File: src/rtl/switch_snapshot_ctrl.sv
// Switch snapshot controller: syncs switches, debounces confirm, latches one snapshot per press.
// Optional macro SWITCH_CTRL_LIVE_EN exposes live synced switches[7:0] at register 2'b11.
module switch_snapshot_ctrl #(
   parameter int unsigned DEB_CYCLES = 1_000_000,
   parameter int unsigned CNT_W      = 20
) (
   input  logic        switclk,
   input  logic        switrst,
   input  logic [15:0] switch_raw,
   input  logic        confirm_raw,
   input  logic        ctrlcs,
   input  logic [1:0]  ctrladdr,
   input  logic        ctrlread,
   input  logic        ctrlwrite,
   input  logic [7:0]  ctrl_wdata,
   output logic [7:0]  ctrl_rdata,
   output logic        snap_valid,
   output logic        snap_overrun
);

   localparam int unsigned SW_W = 16;
   localparam logic [CNT_W-1:0] DEB_LAST = CNT_W'(DEB_CYCLES - 1);

   typedef enum logic [1:0] {
      ST_IDLE    = 2'd0,
      ST_CAPTURE = 2'd1,
      ST_RELEASE = 2'd2
   } state_t;

   state_t            r_state;
   logic [SW_W-1:0]   r_sw_s1, r_sw_s2;
   logic              r_btn_s1, r_btn_s2;
   logic              r_btn_deb;
   logic [CNT_W-1:0]  r_cnt;
   logic [SW_W-1:0]   r_snapshot;
   logic              r_valid;
   logic              r_overrun;
   logic [7:0]        r_rdata;

   logic              w_rd, w_wr, w_clr_valid, w_clr_ovr, w_cap;
   logic [7:0]        w_live;
   logic [7:0]        w_rd_mux;
   logic              w_unused_wdata;

   assign w_rd        = ctrlcs & ctrlread;
   assign w_wr        = ctrlcs & ctrlwrite;
   assign w_clr_valid = w_rd & (ctrladdr == 2'b10);
   assign w_clr_ovr   = w_wr & (ctrladdr == 2'b01) & ctrl_wdata[1];
   assign w_cap       = (r_state == ST_CAPTURE);
   assign w_unused_wdata = &{ctrl_wdata[7:2], ctrl_wdata[0]};

`ifdef SWITCH_CTRL_LIVE_EN
   assign w_live = r_sw_s2[7:0];
`else
   assign w_live = 8'h00;
`endif

   // Read mux sees pre-update state, so a clearing read returns the old byte
   always_comb begin
      w_rd_mux = 8'h00;
      case (ctrladdr)
         2'b00:   w_rd_mux = r_snapshot[7:0];
         2'b01:   w_rd_mux = {6'b0, r_overrun, r_valid};
         2'b10:   w_rd_mux = r_snapshot[15:8];
         default: w_rd_mux = w_live;
      endcase
   end

   // Two-flop synchronisers and button debounce
   always_ff @(posedge switclk) begin
      if (switrst) begin
         r_sw_s1   <= '0;
         r_sw_s2   <= '0;
         r_btn_s1  <= 1'b0;
         r_btn_s2  <= 1'b0;
         r_btn_deb <= 1'b0;
         r_cnt     <= '0;
      end else begin
         r_sw_s1  <= switch_raw;
         r_sw_s2  <= r_sw_s1;
         r_btn_s1 <= confirm_raw;
         r_btn_s2 <= r_btn_s1;
         if (r_btn_s2 == r_btn_deb) begin
            r_cnt <= '0;
         end else if (r_cnt == DEB_LAST) begin
            r_btn_deb <= ~r_btn_deb;
            r_cnt     <= '0;
         end else begin
            r_cnt <= r_cnt + CNT_W'(1);
         end
      end
   end

   // Press sequencer, snapshot/status registers and MMIO read data
   always_ff @(posedge switclk) begin
      if (switrst) begin
         r_state    <= ST_IDLE;
         r_snapshot <= '0;
         r_valid    <= 1'b0;
         r_overrun  <= 1'b0;
         r_rdata    <= 8'h00;
      end else begin
         case (r_state)
            ST_IDLE:    if (r_btn_deb) r_state <= ST_CAPTURE;
            ST_CAPTURE: r_state <= ST_RELEASE;
            ST_RELEASE: if (!r_btn_deb) r_state <= ST_IDLE;
            default:    r_state <= ST_IDLE;
         endcase

         // A clearing read in the capture cycle drops the capture entirely
         if (w_clr_valid) begin
            r_valid <= 1'b0;
         end else if (w_cap && !r_valid) begin
            r_snapshot <= r_sw_s2;
            r_valid    <= 1'b1;
         end

         if (w_cap && r_valid && !w_clr_valid) begin
            r_overrun <= 1'b1;
         end else if (w_clr_ovr) begin
            r_overrun <= 1'b0;
         end

         if (w_rd) begin
            r_rdata <= w_rd_mux;
         end
      end
   end

   assign ctrl_rdata   = r_rdata;
   assign snap_valid   = r_valid;
   assign snap_overrun = r_overrun;

endmodule

File: config.mk
export PLATFORM = sky130hd
export DESIGN_NAME = switch_snapshot_ctrl
export DESIGN_NICKNAME = d
export VERILOG_FILES = /design/src/rtl/switch_snapshot_ctrl.sv
export SDC_FILE = /design/constraint.sdc
export NUM_CORES = 1
export LEC_CHECK = 0
export CAP_MARGIN = 20
export CELL_PAD_IN_SITES_DETAIL_PLACEMENT = 0
export CELL_PAD_IN_SITES_GLOBAL_PLACEMENT = 1
export CORE_UTILIZATION = 45
export CTS_CLUSTER_DIAMETER = 50
export DETAILED_ROUTE_END_ITERATION = 16
export DONT_BUFFER_PORTS = 1
export GPL_ROUTABILITY_DRIVEN = 0
export PLACE_DENSITY = 0.79
export SETUP_SLACK_MARGIN = 0.5
export SLEW_MARGIN = 20
export SYNTH_ARGS = -nofsm -noshare
export SYNTH_HDL_FRONTEND = slang
export SYNTH_SLANG_ARGS = --single-unit
File: constraint.sdc
create_clock -name switclk -period 2 [get_ports switclk]
set_input_delay 0.4 -clock switclk [delete_from_list [all_inputs] [get_ports switclk]]
set_output_delay 0.4 -clock switclk [all_outputs]
set_load 0.1 [all_outputs]
======== Word level (Yosys, flattened, before mapping) ========
Index checks and enable logic that the tools add are counted.
word-level totals
  register bits ........................... 83
  latch bits .............................. 0
  RAM bits ................................ 0
  bits in read-only memories .............. 0
  input port bits ......................... 32
  output and inout bits ................... 10
  logic and storage cells ................. 47
  memories ................................ 0
cells by class
  add/sub/neg operators ................... 1
  $mul .................................... 0
  div/mod/pow operators ................... 0
  $lt $le $gt $ge ......................... 0
  equality and inequality tests ........... 8
  shift-type cells ........................ 0
  muxes and demuxes ....................... 6
  bitwise operators ....................... 8
  reductions and logical operators ........ 13
operators with widths
  cell                     count
  $pmux W8 S3              1
  $add A20 B1 Y20 const B  1
  $eq A20 B20 Y1 const B   1
  $pmux W2 S3              1
  $reduce_and A2 Y1        3
  $and A1 B1 Y1            5
  $eq A2 B1 Y1 const B     2
  $eq A2 B2 Y1 const B     2
  $logic_not A2 Y1         2
  $mux W2                  2
  $ne A2 B2 Y1 const B     2
  $logic_and A1 B1 Y1      3
  $not A1 Y1               3
  $reduce_or A3 Y1         1
  $logic_not A1 Y1         2
  $mux W1                  2
  $reduce_bool A2 Y1       1
  $reduce_or A2 Y1         1
  $eq A1 B1 Y1             1

======== Longest topological paths before layout ========
  depth in word-level cells ............... 5
  mapped depth ............................ 6
  mapped depth without buffers ............ 5

======== Worst setup path before layout ========
No wires, ideal clock.
  kind .................................... register -> register
  from .................................... reg r_valid (netlist: snap_valid)
  to ...................................... reg r_snapshot[10]
  library setup time ...................... 0.128 ns
  arrival time ............................ 1.658 ns
  required time ........................... 1.872 ns
  path slack .............................. 0.214 ns
  stages on the path, launching flop included .. 5
  path buffers ............................ 1
  clock period less this slack ............ 1.786 ns
  cells stage by stage .................... dfxtp_1 nor3_4 buf_4 mux2i_1 nor2_1
on the way
  longest elaborated chain between the ends .. 3
ends and longest elaborated chain
  item                         line  text
  from (decl)                  36    logic r_valid;
  from (signal assigned)       99    r_valid <= 1'b0;
  from (signal assigned)       112   r_valid <= 1'b0;
  from (signal assigned)       115   r_valid <= 1'b1;
  $logic_not A1 Y1             113   end else if (w_cap && !r_valid) begin
  $logic_and A1 B1 Y1          113
  $reduce_and A2 Y1 (no line)  --
  to (signal assigned)         114   r_snapshot <= r_sw_s2;
  to (decl)                    35    logic [SW_W-1:0] r_snapshot;
No other way between the ends.
A chain may end at the register's enable or synchronous reset.

======== Worst setup path in the final report ========
  from .................................... reg r_cnt[12]
  to ...................................... reg r_cnt[18]
on the way
  longest elaborated chain between the ends .. 2
  elaborated cells between the ends (all ways) .. 3
  those cells by class .................... add/sub: 1; eq/ne: 1; reduce/logical: 1
ends and longest elaborated chain
  item                                                                     line  text
  from (decl)                                                              34    logic [CNT_W-1:0] r_cnt;
  from (signal assigned)                                                   89    r_cnt <= r_cnt + CNT_W'(1);
  parallel branches: the longest is 2 deep, another holds $add A20 B1 Y20  --
Parallel ways; which one is timed is not known.

==> results.cfg <==
[clock_network]
cts_tree = done
htree_levels = 3
tritoncts.num_buffers = 9
ctsRootBufferMaster = clkbuf_8
cts.sinks = 83
clk_pin_slew_ns = 0.09
clk_latency_ns = 0.34
clock_path_buffers = 2

[place]
dp.cells = 368
pre_cts_slack_ns = 0.274
post-dp-hpwl_um = 3050
dpl_cell_area_um2 = 3180
io_buffers = 0

[drt]
vias_per_cell = 4.87
drc = 0
via_count = 1971
drtAntennaViolNets = 0
firstDrtPassIters = 4
routed_wl_um = 5130
routedWlPerCell_um = 12.7
drtIter0Drc = 107

[pwr]
ir_worst_vdd_mv = 0.469
p_int_mw = 2.18
leakagePower_nw = 1.29
seqPwrFrac_pct = 59.4
power.switching_uw = 662
combPwrFrac_pct = 2.4
swShare_pct = 23.3
power.density_nw_per_um2 = 786
power_frac_clock_pct = 38.2

[floorplanning]
initial_core_util_pct = 46.7
ios = 42
fp.dieW_um = 83.2
dieArea_um2 = 6920
core_area_um2 = 6350
rows = 29
die_height_um = 83.2

[critical_path]
cp-startpoint = r_cnt[12]$_SDFF_PP0_
worstPathMaxFanout = 6
r2r_slack_ns = 0.42
timing.rr.end = r_cnt[18]$_SDFF_PP0_
critPathCaptureType = flop
setup.worst_path.start_class = flop
critical_path_arrival_ns = 1.87
reg2reg_from = r_cnt[12]$_SDFF_PP0_
endpoint = r_cnt[18]$_SDFF_PP0_
worst-r2r-cell-count = 4
critical_path_required_ns = 2.29
criticalPathCategory = reg2reg

[grt]
grt_use_met3_pct = 4.17
grt_max_degree = 66
overflow = 0
grt_pass1_wl_um = 8510
gr-usage-met2_pct = 22.7
top_usage_layer = met2
grt.met1_usage_pct = 20.8
track_usage_pct = 15.5
first_global_vias = 1855
antenna_found_initial = 0

[sta]
setup_violations = 0
drv_slew = 0
final.min_clock_period_ns = 1.58
max_freq_ghz = 0.634
setup_tns_ns = 0
tightest_slew_ns = 0.420
hold_violations = 0
clock_skew_ns = 0.00657
rsz0062_at_grt = yes
slew_headroom_pct = 71.9
min_period_over_period_pct = 78.9
fin_ws_ns = 0.422

[logic_synthesis]
ys_ff_latch = 83
ys_seq_area_share_pct = 56.0
avgSynthCellArea_um2 = 10.3
syn_nets = 322
synthesis.area_um2 = 2970
yosysWarnings = 0
synth.distinct_cells = 41
syn_inst = 289

[finish]
area_growth_syn_to_layout_pct = 21.7
drive_above_1_share_pct = 25.0
n_antenna_cell = 0
finalNonFillerCells = 405
design_area_um2 = 3610
fin_nets = 356
utilization_pct = 56.9

[flow_run]
maxCapViolations = 0

[worst_hold_path]
hp-class = in2reg

[status]
status = finished, final reports clean
[cell type report]
class / count / area, um^2
multi-input cells: 188 / 1330
clock inverters: 6 / 50.0
repair buffers: 34 / 284
inverters: 7 / 26.3
clock buffers: 10 / 128
fillers: 561 / 2740
flip-flops and latches: 83 / 1700
well taps: 77 / 96.3
[state kept, by name, summed over array words and instances, names as in the netlist]
register and flops:
r_cnt 20, r_btn_deb 1, ctrl_rdata 8, r_state 2, r_sw_s1 16, snap_valid 1, snap_overrun 1, r_snapshot 16
r_btn_s1 1, r_sw_s2 16, r_btn_s2 1
[worst min path at each step]
stage / start / cells past startpoint / to
2_1_floorplan: r_btn_s1$_SDFF_PP0_ / 1 / r_btn_s2$_SDFF_PP0_
3_3_place_gp: r_sw_s1[2]$_SDFF_PP0_ / 1 / r_sw_s2[2]$_SDFF_PP0_
3_5_place_dp: r_sw_s1[2]$_SDFF_PP0_ / 1 / r_sw_s2[2]$_SDFF_PP0_
4_1_cts: switrst / 1 / r_sw_s2[0]$_SDFF_PP0_
5_1_grt: switrst / 1 / r_sw_s2[0]$_SDFF_PP0_
6_report: switrst / 1 / r_sw_s2[0]$_SDFF_PP0_
[cell families after synthesis]
| logic type | after synthesis | share of synthesized area, % |
|---|---|---|
| multiplexers | 24 | 8.35 |
| AND/OR/NAND/NOR | 123 | 22.9 |
| adder cells (fa/ha/maj) | 1 | 0.422 |
| AO/OA/AOI/OAI | 25 | 5.44 |
| buffers and inverters | 18 | 2.49 |
| flip-flops | 83 | 56.0 |
| XOR/XNOR | 15 | 4.43 |
[Yosys cell counts, drive strengths merged]
master	number	area, um^2
a211oi	3	22.5
a21oi	9	45.0
a22oi	6	45.0
and3	1	6.26
and4	1	8.76
and4b	1	10.0
and4bb	1	12.5
buf	6	28.8
clkbuf	5	18.8
dfxtp	83	1660
ha	1	12.5
inv	7	26.3
mux2	6	67.6
mux2i	18	180
nand2	8	30.0
nand2b	1	6.26
nand3	4	20.0
nand3b	1	7.51
nand4	4	31.3
nand4b	1	8.76
nor2	41	154
nor2b	35	219
nor3	8	51.3
nor3b	1	7.51
nor4	3	18.8
nor4b	2	17.5
o21ai	3	18.8
o31ai	4	30.0
or2	3	18.8
or3	3	18.8
or3b	1	8.76
or4	3	22.5
xnor2	10	87.6
xor2	5	43.8
[worst max-delay path, stage by stage, from the launching register on]
cell and delay, ns:
dfxtp_4 0.37, and3_1 0.17, or3b_4 0.43, or4_4 0.44
a21oi_2 0.13
[metrics by stage]
step	total power [mW]	hold slack, ns
after floorplan	1.80	0.414
after global placement	1.80	0.421
after detailed placement	1.80	0.423
after CTS	2.88	0.0977
after global routing	2.95	0.0989
final	2.84	0.112
[layout by cell type (no fill, tap or decap), types with 5 or more instances in the layout]
cell      netlist  final
dfxtp_1        83     67
nor2_1         41     41
nor2b_1        35     35
buf_4           1     31
mux2i_1        18     18
xnor2_1        10     10
dfxtp_2         0     10
clkbuf_8        0      9
nand2_1         8      8
nor3_1          7      7
inv_1           7      7
a21oi_1         9      7
mux2_1          6      6
a22oi_1         6      6
dfxtp_4         0      6
xor2_1          5      5
[layer usage]
metal  wire length (um)  vias to the layer above
met2               2260                       37
li1                   -                     1045
met1               2640                      880
met5                  0                        -
met4                 72                        0
met3                165                        9
[power by group through the flow]
stage	registers, mW	logic [mW]	clock network, mW
finish	1.69	0.0676	1.08
detailed placement	1.73	0.0651	0
global placement	1.73	0.0653	0
floorplan	1.74	0.0576	0
global route	1.69	0.0743	1.19
CTS	1.69	0.0673	1.12
[repair_timing]
item,in CTS,in global routing
gates resized for setup,13,12
hold buffers,0,0
setup endpoints to repair,20,28
pin swaps,8,7
buffers inserted,19,2
Power figures use the tool's default switching activity.
